$ cat src/rtl/dvp_pkg.sv
// Shared types and helpers for the DVP sensor-side transmitter.
package dvp_pkg;

    typedef enum logic [2:0] {
        IDLE,
        VSYNC,
        VBACK,
        ACTIVE,
        VFRONT
    } state_e;

    typedef enum logic {
        MODE_RAW10  = 1'b0,
        MODE_RGB565 = 1'b1
    } mode_e;

    typedef enum logic [1:0] {
        PAT_HRAMP = 2'd0,
        PAT_VRAMP = 2'd1,
        PAT_BARS  = 2'd2,
        PAT_SOLID = 2'd3
    } pattern_e;

    // Grey ramp in RGB565: g[7:3] on R and B, g[7:2] on G; takes g[7:2] only.
    function automatic logic [15:0] rgb565_ramp(input logic [5:0] g_hi);
        return {g_hi[5:1], g_hi, g_hi[5:1]};
    endfunction

endpackage

$ cat src/rtl/dvp_pattern_gen.sv
// Combinational pattern source: (x, y, pattern, mode, byte select) -> 10-bit DVP word.
module dvp_pattern_gen
    import dvp_pkg::*;
#(
    parameter int H_RES = 640,
    parameter int XW    = 11,
    parameter int YW    = 10
) (
    input  logic [XW-1:0] x,
    input  logic [YW-1:0] y,
    input  pattern_e      pattern,
    input  mode_e         mode,
    input  logic          byte_sel,
    input  logic [15:0]   solid,
    output logic [9:0]    word
);

    localparam int BAR_W = H_RES / 8;

    logic [9:0]  x10;
    logic [9:0]  y10;
    logic [2:0]  bar;
    logic [9:0]  raw;
    logic [15:0] pix565;

    always_comb begin
        x10    = 10'(x);
        y10    = 10'(y);
        bar    = 3'(x / XW'(BAR_W));
        raw    = '0;
        pix565 = '0;
        case (pattern)
            PAT_HRAMP: begin
                raw    = x10;
                pix565 = rgb565_ramp(x10[7:2]);
            end
            PAT_VRAMP: begin
                raw    = y10;
                pix565 = rgb565_ramp(y10[7:2]);
            end
            PAT_BARS: begin
                raw    = {bar, 7'h00};
                pix565 = {{5{bar[2]}}, {6{bar[1]}}, {5{bar[0]}}};
            end
            default: begin
                raw    = solid[9:0];
                pix565 = solid;
            end
        endcase

        if (mode == MODE_RGB565)
            word = byte_sel ? {pix565[7:0], 2'b00} : {pix565[15:8], 2'b00};
        else
            word = raw;
    end

endmodule

$ cat src/rtl/dvp_sensor_tx.sv
// DVP camera-sensor emulator: frame timing FSM, counters and registered VSYNC/HREF/PIXDATA.
module dvp_sensor_tx
    import dvp_pkg::*;
#(
    parameter int H_RES    = 640,
    parameter int V_RES    = 480,
    parameter int H_BLANK  = 160,
    parameter int VS_LINES = 3,
    parameter int V_BACK   = 17,
    parameter int V_FRONT  = 10
) (
    input  logic        I_clk,
    input  logic        I_rst,
    input  logic        I_en,
    input  logic        I_mode,
    input  logic [1:0]  I_pattern,
    input  logic [15:0] I_solid,
    output logic        O_vsync,
    output logic        O_href,
    output logic [9:0]  O_pixdata,
    output logic [15:0] O_frame_cnt,
    output logic        O_busy
);

    localparam int HW    = $clog2(2 * H_RES + H_BLANK + 1);
    localparam int VM_A  = (VS_LINES > V_BACK) ? VS_LINES : V_BACK;
    localparam int VM_B  = (V_RES > V_FRONT) ? V_RES : V_FRONT;
    localparam int V_MAX = (VM_A > VM_B) ? VM_A : VM_B;
    localparam int VW    = $clog2(V_MAX + 1);

    state_e      state_q, state_d;
    logic [HW-1:0] hcnt_q, hcnt_d;
    logic [VW-1:0] vcnt_q, vcnt_d;
    mode_e       mode_q;
    pattern_e    pat_q;
    logic [15:0] frame_cnt_q;
    logic        start;

    logic [HW-1:0] h_act;
    logic [HW-1:0] l_last;
    logic [VW-1:0] lines_m1;
    logic          line_end;
    logic          last_line;
    logic          href_c;
    logic [HW-1:0] pix_x;
    logic          byte_sel;
    logic [9:0]    pg_word;

    always_comb begin
        h_act    = (mode_q == MODE_RGB565) ? HW'(2 * H_RES) : HW'(H_RES);
        l_last   = h_act + HW'(H_BLANK - 1);
        line_end = (hcnt_q == l_last);
        case (state_q)
            VSYNC:   lines_m1 = VW'(VS_LINES - 1);
            VBACK:   lines_m1 = VW'(V_BACK - 1);
            ACTIVE:  lines_m1 = VW'(V_RES - 1);
            VFRONT:  lines_m1 = VW'(V_FRONT - 1);
            default: lines_m1 = '0;
        endcase
        last_line = line_end && (vcnt_q == lines_m1);
    end

    always_comb begin
        state_d = state_q;
        hcnt_d  = hcnt_q;
        vcnt_d  = vcnt_q;
        start   = 1'b0;
        if (state_q == IDLE) begin
            if (I_en) begin
                state_d = VSYNC;
                start   = 1'b1;
            end
        end else begin
            hcnt_d = line_end ? '0 : hcnt_q + 1'b1;
            if (line_end)
                vcnt_d = last_line ? '0 : vcnt_q + 1'b1;
            if (last_line) begin
                case (state_q)
                    VSYNC:  state_d = (V_BACK > 0) ? VBACK : ACTIVE;
                    VBACK:  state_d = ACTIVE;
                    ACTIVE: begin
                        if (V_FRONT > 0) begin
                            state_d = VFRONT;
                        end else begin
                            state_d = I_en ? VSYNC : IDLE;
                            start   = I_en;
                        end
                    end
                    VFRONT: begin
                        state_d = I_en ? VSYNC : IDLE;
                        start   = I_en;
                    end
                    default: state_d = IDLE;
                endcase
            end
        end
    end

    always_ff @(posedge I_clk or posedge I_rst) begin
        if (I_rst) begin
            state_q     <= IDLE;
            hcnt_q      <= '0;
            vcnt_q      <= '0;
            mode_q      <= MODE_RAW10;
            pat_q       <= PAT_HRAMP;
            frame_cnt_q <= '0;
        end else begin
            state_q <= state_d;
            hcnt_q  <= hcnt_d;
            vcnt_q  <= vcnt_d;
            if (start) begin
                mode_q      <= mode_e'(I_mode);
                pat_q       <= pattern_e'(I_pattern);
                frame_cnt_q <= frame_cnt_q + 16'd1;
            end
        end
    end

    // In RGB565 two line cycles share one pixel; even cycle carries the high byte.
    always_comb begin
        pix_x    = (mode_q == MODE_RGB565) ? {1'b0, hcnt_q[HW-1:1]} : hcnt_q;
        byte_sel = (mode_q == MODE_RGB565) && hcnt_q[0];
        href_c   = (state_q == ACTIVE) && (hcnt_q < h_act);
    end

    dvp_pattern_gen #(
        .H_RES (H_RES),
        .XW    (HW),
        .YW    (VW)
    ) u_pattern_gen (
        .x        (pix_x),
        .y        (vcnt_q),
        .pattern  (pat_q),
        .mode     (mode_q),
        .byte_sel (byte_sel),
        .solid    (I_solid),
        .word     (pg_word)
    );

    // Output stage trails the state register by one cycle so every output is a flop.
    always_ff @(posedge I_clk or posedge I_rst) begin
        if (I_rst) begin
            O_vsync     <= 1'b0;
            O_href      <= 1'b0;
            O_pixdata   <= '0;
            O_frame_cnt <= '0;
            O_busy      <= 1'b0;
        end else begin
            O_vsync     <= (state_q == VSYNC);
            O_href      <= href_c;
            O_pixdata   <= href_c ? pg_word : '0;
            O_frame_cnt <= frame_cnt_q;
            O_busy      <= (state_q != IDLE);
        end
    end

endmodule

$ cat config.mk
export PLATFORM = sky130hd
export DESIGN_NAME = dvp_sensor_tx
export DESIGN_NICKNAME = d
export VERILOG_FILES = /design/src/rtl/dvp_pkg.sv /design/src/rtl/dvp_pattern_gen.sv /design/src/rtl/dvp_sensor_tx.sv
export SDC_FILE = /design/constraint.sdc
export NUM_CORES = 1
export LEC_CHECK = 0
export BUFFER_PORTS_ARGS = -buffer_cell sky130_fd_sc_hd__buf_4
export CORE_MARGIN = 8
export CORE_UTILIZATION = 50
export DETAILED_ROUTE_END_ITERATION = 8
export GPL_ROUTABILITY_DRIVEN = 0
export PLACE_DENSITY = 0.79
export SYNTH_ARGS = -nofsm -noshare
export SYNTH_HDL_FRONTEND = slang
export SYNTH_SLANG_ARGS = --single-unit
$ cat constraint.sdc
create_clock -name I_clk -period 7.84 [get_ports I_clk]
set_input_delay 1.568 -clock I_clk [delete_from_list [all_inputs] [get_ports I_clk]]
set_output_delay 1.568 -clock I_clk [all_outputs]
set_load 0.005 [all_outputs]
# Word-level counts from Yosys, hierarchy flattened
# Cells that the tools add are included.
[classes]
mux = 19
n_div = 1
n_bitwise = 1
reduce_logical = 9
add_sub_neg = 4
order_cmp = 1
eq_ne = 9
[op_table]
columns = ["operator", "n"]
rows = [
  ["16-bit case mux with 3 select lines", 1],
  ["9-bit case mux with 4 select lines", 1],
  ["11-bit 2-to-1 mux", 3],
  ["10-bit 2-to-1 mux", 3],
  ["10-bit case mux with 3 select lines", 1],
  ["16-bit by 1-bit adder with 16-bit output (second input constant)", 1],
  ["3-bit case mux with 4 select lines", 1],
  ["11-bit by 1-bit adder with 11-bit output (second input constant)", 1],
  ["11-bit by 8-bit adder with 11-bit output (second input constant)", 1],
  ["11-bit by 7-bit divider with 11-bit output (second input constant)", 1],
  ["11-bit equality test", 1],
  ["11-bit < comparator", 1],
  ["9-bit by 1-bit adder with 9-bit output (second input constant)", 1],
  ["9-bit equality test", 1],
  ["3-bit 2-to-1 mux", 3],
  ["9-bit 2-to-1 mux", 1],
  ["3-bit by 2-bit equality test with 1-bit output (second input constant)", 2],
  ["1-bit 2-to-1 mux", 5],
  ["2-bit AND reduction", 2],
  ["3-bit by 1-bit equality test with 1-bit output (second input constant)", 1],
  ["3-bit equality test (second input constant)", 1],
  ["1-bit logical AND", 3],
  ["3-bit logical NOT", 1],
  ["3-bit nonzero test", 1],
  ["other kinds (6)", 6],
]
[totals]
in_bits = 22
output_inout_bits = 29
ff_bits = 71

# Logic depth before layout (Yosys ltp)
# Gate-level depths: netlist (run 1).
[depth]
depth_word = 6
ltp_mapped = 14
ltp_nobuf = 11

# By module
# From an unflattened synthesis (run 1), not the netlist that was laid out.
[unflattened]
cells_unflattened = 513
hier_area_um2 = 4724.5
[by_module_without_submodules]
columns = ["module", "cells_each", "instances", "area_per_inst_um2"]
rows = [
  ["dvp_sensor_tx", 281, 1, 3329.4],
  ["dvp_pattern_gen", 232, 1, 1395.1],
]

# Worst setup path before layout (run 1)
# No wires, ideal clock.
[synth_timing]
path_type = "reg-to-reg"
from = "reg mode_q"
to = "reg pat_q[0]"
n_path_buf = 4
slack_ns = 4.933
period_less_slack_ns = 2.907
stages_incl_launch_ff = 13
arrival_ns = 2.782
path_cell_list = "dfrtp_1 -> clkbuf_4 -> inv_1 -> buf_6 -> ha_1 -> nand4b_1 -> or4_4 -> nor2_2 -> and4bb_1 -> buf_4 -> o211a_4 -> buf_2 -> mux2_2"
[synth_between]
elab_chain_len = 6
[synth_lines]
columns = ["element", "line", "text"]
rows = [
  ["start: declaration", "dvp_sensor_tx.sv:34", "mode_e mode_q;"],
  ["start signal: assignment", "dvp_sensor_tx.sv:112", "mode_q <= mode_e'(I_mode);"],
  ["11-bit 2-to-1 mux", "dvp_sensor_tx.sv:50", "h_act = (mode_q == MODE_RGB565) ? HW'(2 * H_RES) : HW'(H_RES);"],
  ["11-bit by 8-bit adder with 11-bit output", "dvp_sensor_tx.sv:51", "l_last = h_act + HW'(H_BLANK - 1);"],
  ["11-bit equality test", "dvp_sensor_tx.sv:52", "line_end = (hcnt_q == l_last);"],
  ["1-bit logical AND", "dvp_sensor_tx.sv:60", "last_line = line_end && (vcnt_q == lines_m1);"],
  ["1-bit 2-to-1 mux", "dvp_sensor_tx.sv:77", "if (last_line) begin"],
  ["1-bit 2-to-1 mux", "dvp_sensor_tx.sv:68", "if (state_q == IDLE) begin"],
  ["end signal: assignment", "dvp_sensor_tx.sv:113", "pat_q <= pattern_e'(I_pattern);"],
  ["end: declaration", "dvp_sensor_tx.sv:35", "pattern_e pat_q;"],
]
# No other way between the ends.
# A chain may end at the register's enable or synchronous reset.

# Final worst setup path (run 1)
[layout_timing]
from = "reg mode_q"
to = "reg frame_cnt_q[15]"
[layout_between]
elab_chain_len = 6
[layout_lines]
columns = ["element", "line", "text"]
rows = [
  ["11-bit 2-to-1 mux", "dvp_sensor_tx.sv:50", ""],
  ["11-bit by 8-bit adder with 11-bit output", "dvp_sensor_tx.sv:51", ""],
  ["11-bit equality test", "dvp_sensor_tx.sv:52", ""],
  ["1-bit logical AND", "dvp_sensor_tx.sv:60", ""],
  ["1-bit 2-to-1 mux", "dvp_sensor_tx.sv:77", ""],
  ["1-bit 2-to-1 mux", "dvp_sensor_tx.sv:68", ""],
  ["end signal: assignment", "dvp_sensor_tx.sv:114", "frame_cnt_q <= frame_cnt_q + 16'd1;"],
  ["end: declaration", "dvp_sensor_tx.sv:36", "logic [15:0] frame_cnt_q;"],
]
# No other way between the ends.

==> metrics.txt, run 1 <==
Primary FF master, synth=dfrtp_1; critical path fanouts, max=between 50 and 60; DR top layer=met4; Hold Slack=~0.40 ns; Leak=2.10 nW; Post-synth top cells=dfrtp_1, o21ai_0, nor2_1; crit path DAT=4.10 ns; power share of the combinational group=20.5%; first-pass GRT wire length=about 17000 um; Worst R2R Path Depth=11; Synth async-reset ratio=between 90% and 100%; hold buffer count at cts=0; period utilisation layout=between 40 and 50%; layout cells sized above 1=about a fifth; final setup TNS=0 ns; Initial Util=51.4%; clock sink count=71; CTS Buffer Depth=2; Multi-input gate area=0.00220 sq mm; setup ws final=about 4 ns; post-synthesis net count=~470; fin nets=~500; CP required=between 8 and 9 ns; non-filler cells, final=approximately 580; clock share of power=a little under a third; Post-synth EDFFs=0; ANT cells=0; WL met2=4890 um; DPL Wire Length=around 7100 um; Peak VDD IR=0.141 mV; Mapped Avg Cell Area=9.64 sq um; drt wl/cell=17.4 um; Core ar.=slightly above 0.008 sq mm; Seq/Total Area, Yosys=roughly 42%; CTS tree=done; Area Growth Syn to Fin=12.4%; top cell type's share of synthesized area=~42%; vias in the first global route=approximately 3.4k; RSZ-0062 raised after global routing=false; DR vias=about 3.5k; routed wl met3=607 um; sw frac=between 30% and 40%; Sequential Area=between 0.0015 and 0.002 sq mm; FILL cells=between 600 and 700; wirelength, routed=roughly 10000 um; die area=around 0.012 sq mm; DRC=0; postcts setup bufs=0; Post-DRT Antenna Nets=0; IO Port Bufs=50; Netlist Area Pre-Place=~0.0042 sq mm; critical path launch point type=register; count leader, synth=dfrtp_1; R2R Setup Slk=3.98 ns; Synth area leaders=dfrtp_1, xnor2_1, o21ai_0, nor2_1, ha_1; worst slew pin tran=0.889 ns; CTS clk-pin slew, worst paths=approximately 0.090 ns; Die Y-Extent=roughly 110 um; Num CTS Buffers=9; Yosys cell types=77; crit path kind=register to register; Resized cells post-CTS=0; Rel. slew slack=40.3%; status=complete, no violations; Hold/Removal Path Class=register to register; H-Tree Depth=3; Setup crit end kind=register; YS warnings=0; Ports=51; Tot GR Track Use=between 10% and 20%; vias per inst=roughly 6.0; pre-CTS setup slack=4.09 ns; Cells after DPL=566; Yosys top cell by area=dfrtp_1; Critical Path Start=mode_q; sequential fraction of design power=~49%; Final Skew=between 0.009 and 0.01 ns; Clock Latency Late Sink=around 0.35 ns; Final Hold Viols=0; Core Rows=33; CP Capture Point=frame_cnt_q[15]; Psw=0.301 mW; setup violators final=0; drt pass-1 iters=7; initial antenna violation count=0; grt total ovfl=0; largest net degree at the start of global routing=around 70; max_cap viols=0; R2R Path Start=mode_q; RR Endpoint=frame_cnt_q[15]; cell count after synthesis=438; minimum clock period=about 3.9 ns; Pint=between 0.5 and 0.6 mW; #FFs+latches synth=71; Power per Cell Area=around 190 mW/mm^2; Met1 Routed Length=4400 um; Die X-Extent=108 um; CTS root buffer=clkbuf_8; Max Clk Rate=approximately 260 MHz; max-slew violations=0; initial DRC count=~230
[worst max-delay path: stages (launching register included)]
cell,delay [ns]
dfrtp_1,0.33
buf_4,0.44
inv_1,0.39
ha_1,0.38
nand4b_1,0.18
or4_4,0.45
nor2_2,0.17
and4bb_1,0.44
o211a_4,0.31
and3_1,0.33
nand4_1,0.16
xnor2_1,0.15
[state kept, by name, summed over array words and instances (netlist names)]
name / flops
O_busy: 1
O_frame_cnt: 16
O_href: 1
O_pixdata: 10
O_vsync: 1
frame_cnt_q: 16
hcnt_q: 11
mode_q: 1
pat_q: 2
state_q: 3
vcnt_q: 9
[power groups by stage]
stage / clock network, mW / logic, mW / registers, mW
after floorplan: 0 / 0.163 / 0.413
after global placement: 0 / 0.174 / 0.436
after detailed placement: 0 / 0.179 / 0.438
after CTS: 0.283 / 0.180 / 0.430
after global routing: 0.297 / 0.205 / 0.436
final: 0.276 / 0.182 / 0.432
[area by class of cell]
type	count	share of cell area, %
inverters	14	1.11
clock buffers	9	2.61
flip-flops and latches	71	37.4
well taps	105	2.77
multi-input cells	323	46.4
repair buffers	53	8.39
clock inverters	7	1.29
[worst min-delay path by stage]
stage / start / endpoint / slack [ns] / cells after the start
after floorplan: frame_cnt_q[12] / O_frame_cnt[12] / 0.35 / 0
after global placement: frame_cnt_q[12] / O_frame_cnt[12] / 0.36 / 0
after detailed placement: frame_cnt_q[12] / O_frame_cnt[12] / 0.37 / 0
after CTS: frame_cnt_q[12] / O_frame_cnt[12] / 0.40 / 0
after global routing: frame_cnt_q[12] / O_frame_cnt[12] / 0.42 / 0
final: frame_cnt_q[12] / O_frame_cnt[12] / 0.40 / 0
[metrics by stage]
step / total power [mW] / cell area (sq um) / util [%]
2_1_floorplan: 0.576 / 4220 / -
4_1_cts: 0.893 / 4740 / 57.7
6_report: 0.890 / 4740 / 57.7
3_5_place_dp: 0.616 / 4560 / 55.5
3_3_place_gp: 0.610 / 4560 / 55.5
5_1_grt: 0.938 / 4740 / 57.7
[metal layers]
metal	track usage, %	vias to the layer above
met3	3.35	36
met4	8.33	0
met5	0	-
met2	29.4	157
met1	23.0	1659
li1	-	1668
[cell families after synthesis]
family          synth area share, %
simple gates                   18.9
fa+ha+maj                      2.07
compound gates                 20.6
xor+xnor                       7.26
mux                            3.29
buf+inv                        5.81
flops                          42.1
[layout by cell type (no fill, tap or decap), types with 4 or more instances in the layout]
cell type and count:
inv_1 13, a31oi_1 7, mux2_2 7, o21a_1 4, nand2_1 21, a211oi_1 8, nand2b_1 7, mux2i_1 6
xor2_1 10, o31ai_1 5, clkbuf_8 9, o2bb2ai_1 4, ha_1 7, nand3_1 15, and3_1 7, nor2b_1 10
a21oi_1 17, xnor2_1 25, buf_4 53, nor2_1 33, a211o_1 5, nor3_1 11, o21ai_0 36, dfrtp_1 71
inv_6 4, nand4_1 10
(Power assumes the default switching activity.)
==> run 2: changes to the inputs <==
==> constraint.sdc (replaced) <==
create_clock -name I_clk -period 4 [get_ports I_clk]
set_input_delay 0.8 -clock I_clk [delete_from_list [all_inputs] [get_ports I_clk]]
set_output_delay 0.8 -clock I_clk [all_outputs]
set_load 0.005 [all_outputs]
==> metrics.txt, run 2 (same netlist as run 1, synthesis figures left out) <==
status=complete, no violations (unchanged); CTS Buffer Depth=2 (unchanged); layout cells sized above 1=20.8% (was 20.1%); setup violators final=0 (unchanged); CP required=4.26 ns (was 8.08 ns); Hold/Removal Path Class=register to register (unchanged); Multi-input gate area=0.00220 sq mm (unchanged); initial DRC count=212 (was 234); IO Port Bufs=50 (unchanged); Num CTS Buffers=9 (unchanged); Hold Crit Depth=0 (unchanged); wirelength, routed=10300 um (was 10200 um); most frequent cells in the layout=dfrtp_1, buf_4, o21ai_0 (unchanged); DRC=0 (unchanged); minimum clock period=3.41 ns (was 3.86 ns); R2R Setup Slk=0.59 ns (was 3.98 ns); Critical Path Start=hcnt_q[7] (was mode_q); DR vias=3514 (was 3520); R2R Path Start=hcnt_q[7] (was mode_q); DPL Wire Length=7230 um (was 7140 um); initial antenna violation count=0 (unchanged); Post-DRT Antenna Nets=0 (unchanged); Die X-Extent=108 um (unchanged); Resized cells post-CTS=0 (unchanged); Peak VDD IR=0.250 mV (was 0.141 mV); Max Clk Rate=293 MHz (was 259 MHz); Largest regs=O_frame_cnt: 16 flops, frame_cnt_q: 16 flops, hcnt_q: 11 flops (unchanged); Leak=2.13 nW (was 2.10 nW); most common cell after layout, fill and taps aside=dfrtp_1 (unchanged); Worst R2R Path Depth=10 (was 11); clock sink count=71 (unchanged); drt wl/cell=17.6 um (was 17.4 um); postcts setup bufs=0 (unchanged); H-Tree Depth=3 (unchanged); grt total ovfl=0 (unchanged); Final Hold Viols=0 (unchanged); final core utilization=58.2% (was 57.7%); Rel. slew slack=35.5% (was 40.3%); max-slew violations=0 (unchanged); Area Growth Syn to Fin=13.2% (was 12.4%); Final Skew=0.00988 ns (was 0.00986 ns); Ports=51 (unchanged); largest net degree at the start of global routing=47 (was 72); hold buffer count at cts=0 (unchanged); Tot GR Track Use=18.2% (was 18.1%); RSZ-0062 raised after global routing=false (unchanged); vias in the first global route=3446 (was 3438); CTS tree=done (unchanged); Sequential Area=0.00178 sq mm (unchanged); CTS root buffer=clkbuf_8 (unchanged); Core Rows=33 (unchanged); Clock Latency Late Sink=0.36 ns (was 0.35 ns); Worst Hold End=O_frame_cnt[12] (unchanged); FILL cells=698 (was 699); CTS clk-pin slew, worst paths=0.09 ns (about the same); max_cap viols=0 (unchanged); vias per inst=6.00 (was 6.05); die area=0.0116 sq mm (unchanged); crit path DAT=3.67 ns (was 4.10 ns); Setup crit end kind=register (unchanged); final setup TNS=0 ns (unchanged); ANT cells=0 (unchanged); crit path kind=register to register (unchanged); HP Start=frame_cnt_q[12] (unchanged); Initial Util=51.4% (unchanged); period utilisation layout=85.3% (was 49.2%); Power per Cell Area=372 mW/mm^2 (was 188 mW/mm^2); critical path launch point type=register (unchanged); Die Y-Extent=108 um (unchanged); drt pass-1 iters=5 (was 7); critical path fanouts, max=13 (was 52); Core ar.=0.00822 sq mm (unchanged); fin nets=505 (was 501); first-pass GRT wire length=17100 um (was 17000 um); worst slew pin tran=0.966 ns (was 0.889 ns); RR Endpoint=frame_cnt_q[5] (was frame_cnt_q[15])
run 2: changes by cell type in the layout (fill, tap and decap cells not counted), sizes merged:
cell	before	now
buf	53	57
clkinvlp	2	0
clkinv	0	1
inv	19	20
run 2: power by group:
part	leakage, nW	total [mW]	internal, mW	switching (mW)
combinational	1.09	0.359	0.161	0.198
clock	0.101	0.571	0.246	0.325
sequential	0.942	0.848	0.758	0.0898
run 2: how the worst max path moves through the flow:
stage	to	slack [ns]	depth (start not counted)
after floorplan	pat_q[0]	1.09	12
after global placement	frame_cnt_q[15]	0.76	10
after detailed placement	frame_cnt_q[5]	0.64	10
after CTS	frame_cnt_q[5]	0.63	10
after global routing	frame_cnt_q[5]	0.39	10
final	frame_cnt_q[5]	0.59	10
run 2: area by class of cell:
| class | count | share of cell area (%) |
|---|---|---|
| Inverter | 14 | 1.10 |
| Clock inverter | 7 | 1.44 |
| Sequential cell | 71 | 37.2 |
| Clock buffer | 9 | 2.59 |
| Tap cell | 105 | 2.75 |
| Timing Repair Buffer | 57 | 8.95 |
| Multi-Input combinational cell | 323 | 46.0 |
run 2: routing by layer:
layer	vias to the layer above	track usage, %	routed length [um]
met4	0	7.63	182
met1	1696	23.3	4470
li1	1670	-	-
met2	128	28.9	5060
met3	20	4.07	573
met5	-	0	0
run 2: per-stage QoR:
step           hold slack [ns]  power (mW)  area (sq um)  worst slack [ns]  cells
3_3_place_gp             0.365        1.20          4590             0.757    570
4_1_cts                  0.406        1.78          4780             0.635    586
5_1_grt                  0.422        1.87          4780             0.390    586
2_1_floorplan            0.354        1.13          4220              1.09    438
3_5_place_dp             0.374        1.21          4590             0.640    570
6_report                 0.396        1.78          4780             0.587    586
run 2: critical path, cell delays in order (launching register included):
cell and delay (ns):
dfrtp_1 0.59, inv_1 0.21, ha_1 0.33, nand4b_1 0.17
or4_4 0.44, nor2_2 0.17, and4bb_1 0.45, o211a_4 0.31
and3_1 0.33, nand4_1 0.16, xnor2_1 0.14
==> run 3: changes to the inputs <==
--- a/config.mk
+++ b/config.mk
@@ -7,10 +7,10 @@
 export LEC_CHECK = 0
 export BUFFER_PORTS_ARGS = -buffer_cell sky130_fd_sc_hd__buf_4
 export CORE_MARGIN = 8
-export CORE_UTILIZATION = 50
+export CORE_UTILIZATION = 59
 export DETAILED_ROUTE_END_ITERATION = 8
 export GPL_ROUTABILITY_DRIVEN = 0
-export PLACE_DENSITY = 0.79
+export PLACE_DENSITY = 0.9
 export SYNTH_ARGS = -nofsm -noshare
 export SYNTH_HDL_FRONTEND = slang
 export SYNTH_SLANG_ARGS = --single-unit
==> metrics.txt, run 3 (same netlist as run 1, synthesis figures left out) <==
CTS Buffer Depth=2 (unchanged); initial antenna violation count=0 (unchanged); crit path DAT=3.63 ns (was 3.67 ns); worst slew pin tran=0.912 ns (was 0.966 ns); Pint=1.16 mW (about the same); max-slew violations=0 (unchanged); clock sink count=71 (unchanged); vias in the first global route=3626 (was 3446); initial DRC count=320 (was 212); largest net degree at the start of global routing=45 (was 47); Core ar.=0.00710 sq mm (was 0.00822 sq mm); vias per inst=6.31 (was 6.00); Ports=51 (unchanged); DPL Wire Length=7450 um (was 7230 um); Hold/Removal Path Class=register to register (unchanged); grt total ovfl=0 (unchanged); hold buffer count at cts=0 (unchanged); Peak VDD IR=0.293 mV (was 0.250 mV); Leak=2.12 nW (was 2.13 nW); Setup crit end kind=register (unchanged); clock share of power=30.8% (was 32.1%); Rel. slew slack=39.1% (was 35.5%); Tot GR Track Use=21.8% (was 18.2%); ANT cells=0 (unchanged); HP Start=frame_cnt_q[12] (unchanged); critical path launch point type=register (unchanged); RSZ-0062 raised after global routing=false (unchanged); R2R Setup Slk=0.62 ns (was 0.59 ns); postcts setup bufs=0 (unchanged); setup violators final=0 (unchanged); CTS clk-pin slew, worst paths=0.09 ns (about the same); H-Tree Depth=3 (unchanged); Cells after DPL=564 (was 570); Max Clk Rate=296 MHz (was 293 MHz); Worst Hold End=O_frame_cnt[12] (unchanged); CTS root buffer=clkbuf_8 (unchanged); Post-DRT Antenna Nets=0 (unchanged); first-pass GRT wire length=17600 um (was 17100 um); Hold Crit Depth=0 (unchanged); period utilisation layout=84.6% (was 85.3%); most frequent cells in the layout=dfrtp_1, buf_4, o21ai_0 (unchanged); minimum clock period=3.38 ns (was 3.41 ns); final total power=1.76 mW (was 1.78 mW); Largest stage delay, worst path=0.58 ns (was 0.59 ns); Clock Latency Late Sink=0.36 ns (about the same); sequential fraction of design power=48.3% (was 47.7%); CTS tree=done (unchanged); status=complete, no violations (unchanged); DRC=0 (unchanged); die area=0.0101 sq mm (was 0.0116 sq mm); fin nets=505 (unchanged); critical path fanouts, max=13 (unchanged); IO Port Bufs=50 (unchanged); Psw=0.601 mW (was 0.613 mW); sw frac=34.2% (was 34.5%); Die X-Extent=101 um (was 108 um); Final Hold Viols=0 (unchanged); Initial Util=59.5% (was 51.4%); crit path kind=register to register (unchanged); Largest regs=O_frame_cnt: 16 flops, frame_cnt_q: 16 flops, hcnt_q: 11 flops (unchanged); Resized cells post-CTS=0 (unchanged); Area Growth Syn to Fin=12.9% (was 13.2%); Num CTS Buffers=9 (unchanged); final setup TNS=0 ns (unchanged); Worst path slowest cell=dfrtp_1 (unchanged); Die Y-Extent=101 um (was 108 um); critical-path cell list=inv_1 -> ha_1 -> nand4b_1 -> or4_4 -> nor2_2 -> and4bb_1 -> o211a_4 -> and3_1 -> nand4_1 -> xnor2_1 (unchanged); max_cap viols=0 (unchanged); most common cell after layout, fill and taps aside=dfrtp_1 (unchanged); Power per Cell Area=369 mW/mm^2 (was 372 mW/mm^2); non-filler cells, final=580 (was 586); wirelength, routed=10600 um (was 10300 um); RR Endpoint=frame_cnt_q[15] (was frame_cnt_q[5]); power share of the combinational group=20.9% (was 20.2%); CP required=4.25 ns (was 4.26 ns); R2R Path Start=hcnt_q[7] (unchanged); drt pass-1 iters=6 (was 5); drt wl/cell=18.2 um (was 17.6 um); layout cells sized above 1=20.8% (unchanged); DR vias=3659 (was 3514); Final Skew=0.0124 ns (was 0.00988 ns); Worst R2R Path Depth=10 (unchanged); Core Rows=31 (was 33)
[run 3: metrics by stage]
step / cell area (sq um) / setup WS [ns] / util [%] / hold WS, ns
global route: 4770 / 0.418 / 67.2 / 0.417
global placement: 4580 / 0.805 / 64.6 / 0.362
detailed placement: 4580 / 0.657 / 64.6 / 0.367
finish: 4770 / 0.616 / 67.2 / 0.391
floorplan: 4220 / 1.09 / - / 0.354
CTS: 4770 / 0.636 / 67.2 / 0.397
[run 3: worst max-delay path by stage]
stage          startpoint              end  slack [ns]  cells past startpoint
6_report        hcnt_q[7]  frame_cnt_q[15]        0.62                     10
5_1_grt         hcnt_q[7]  frame_cnt_q[15]        0.42                     10
4_1_cts         hcnt_q[7]  frame_cnt_q[15]        0.64                     10
3_5_place_dp    hcnt_q[7]  frame_cnt_q[15]        0.66                     10
3_3_place_gp       mode_q  frame_cnt_q[15]        0.81                     11
2_1_floorplan      mode_q         pat_q[0]        1.09                     12
[run 3: metal layers]
| layer | vias up | track usage, % | part of all wire (%) |
|---|---|---|---|
| met5 | - | 0 | 0 |
| met4 | 0 | 11.2 | 4.0 |
| li1 | 1674 | - | - |
| met2 | 196 | 36.1 | 51 |
| met3 | 52 | 5.46 | 7.2 |
| met1 | 1737 | 25.7 | 38 |
[run 3: worst max-delay path: cells and delay by family (launching register included)]
family | cells | cell delay [ns]
AO/OA/AOI/OAI | 1 | 0.30
XOR/XNOR | 1 | 0.15
flip-flops | 1 | 0.58
buffers and inverters | 1 | 0.20
adder cells (fa/ha/maj) | 1 | 0.33
AND/OR/NAND/NOR | 6 | 1.73
[run 3: final cells by class]
type                            instances  area, sq um
Clock buffer                            9          124
Multi-Input combinational cell        323         2200
Inverter                               14         52.6
Fill cell                             527         2330
Clock inverter                          7         61.3
Timing Repair Buffer                   57          428
Tap cell                               99          124
Sequential cell                        71         1780
[run 3: power groups by stage]
stage                     clock (mW)  sequential, mW  combinational [mW]
after floorplan                    0           0.809               0.319
after CTS                      0.553           0.847               0.361
after global routing           0.585           0.859               0.406
after detailed placement           0           0.860               0.357
final                          0.542           0.849               0.367
after global placement             0           0.856               0.343
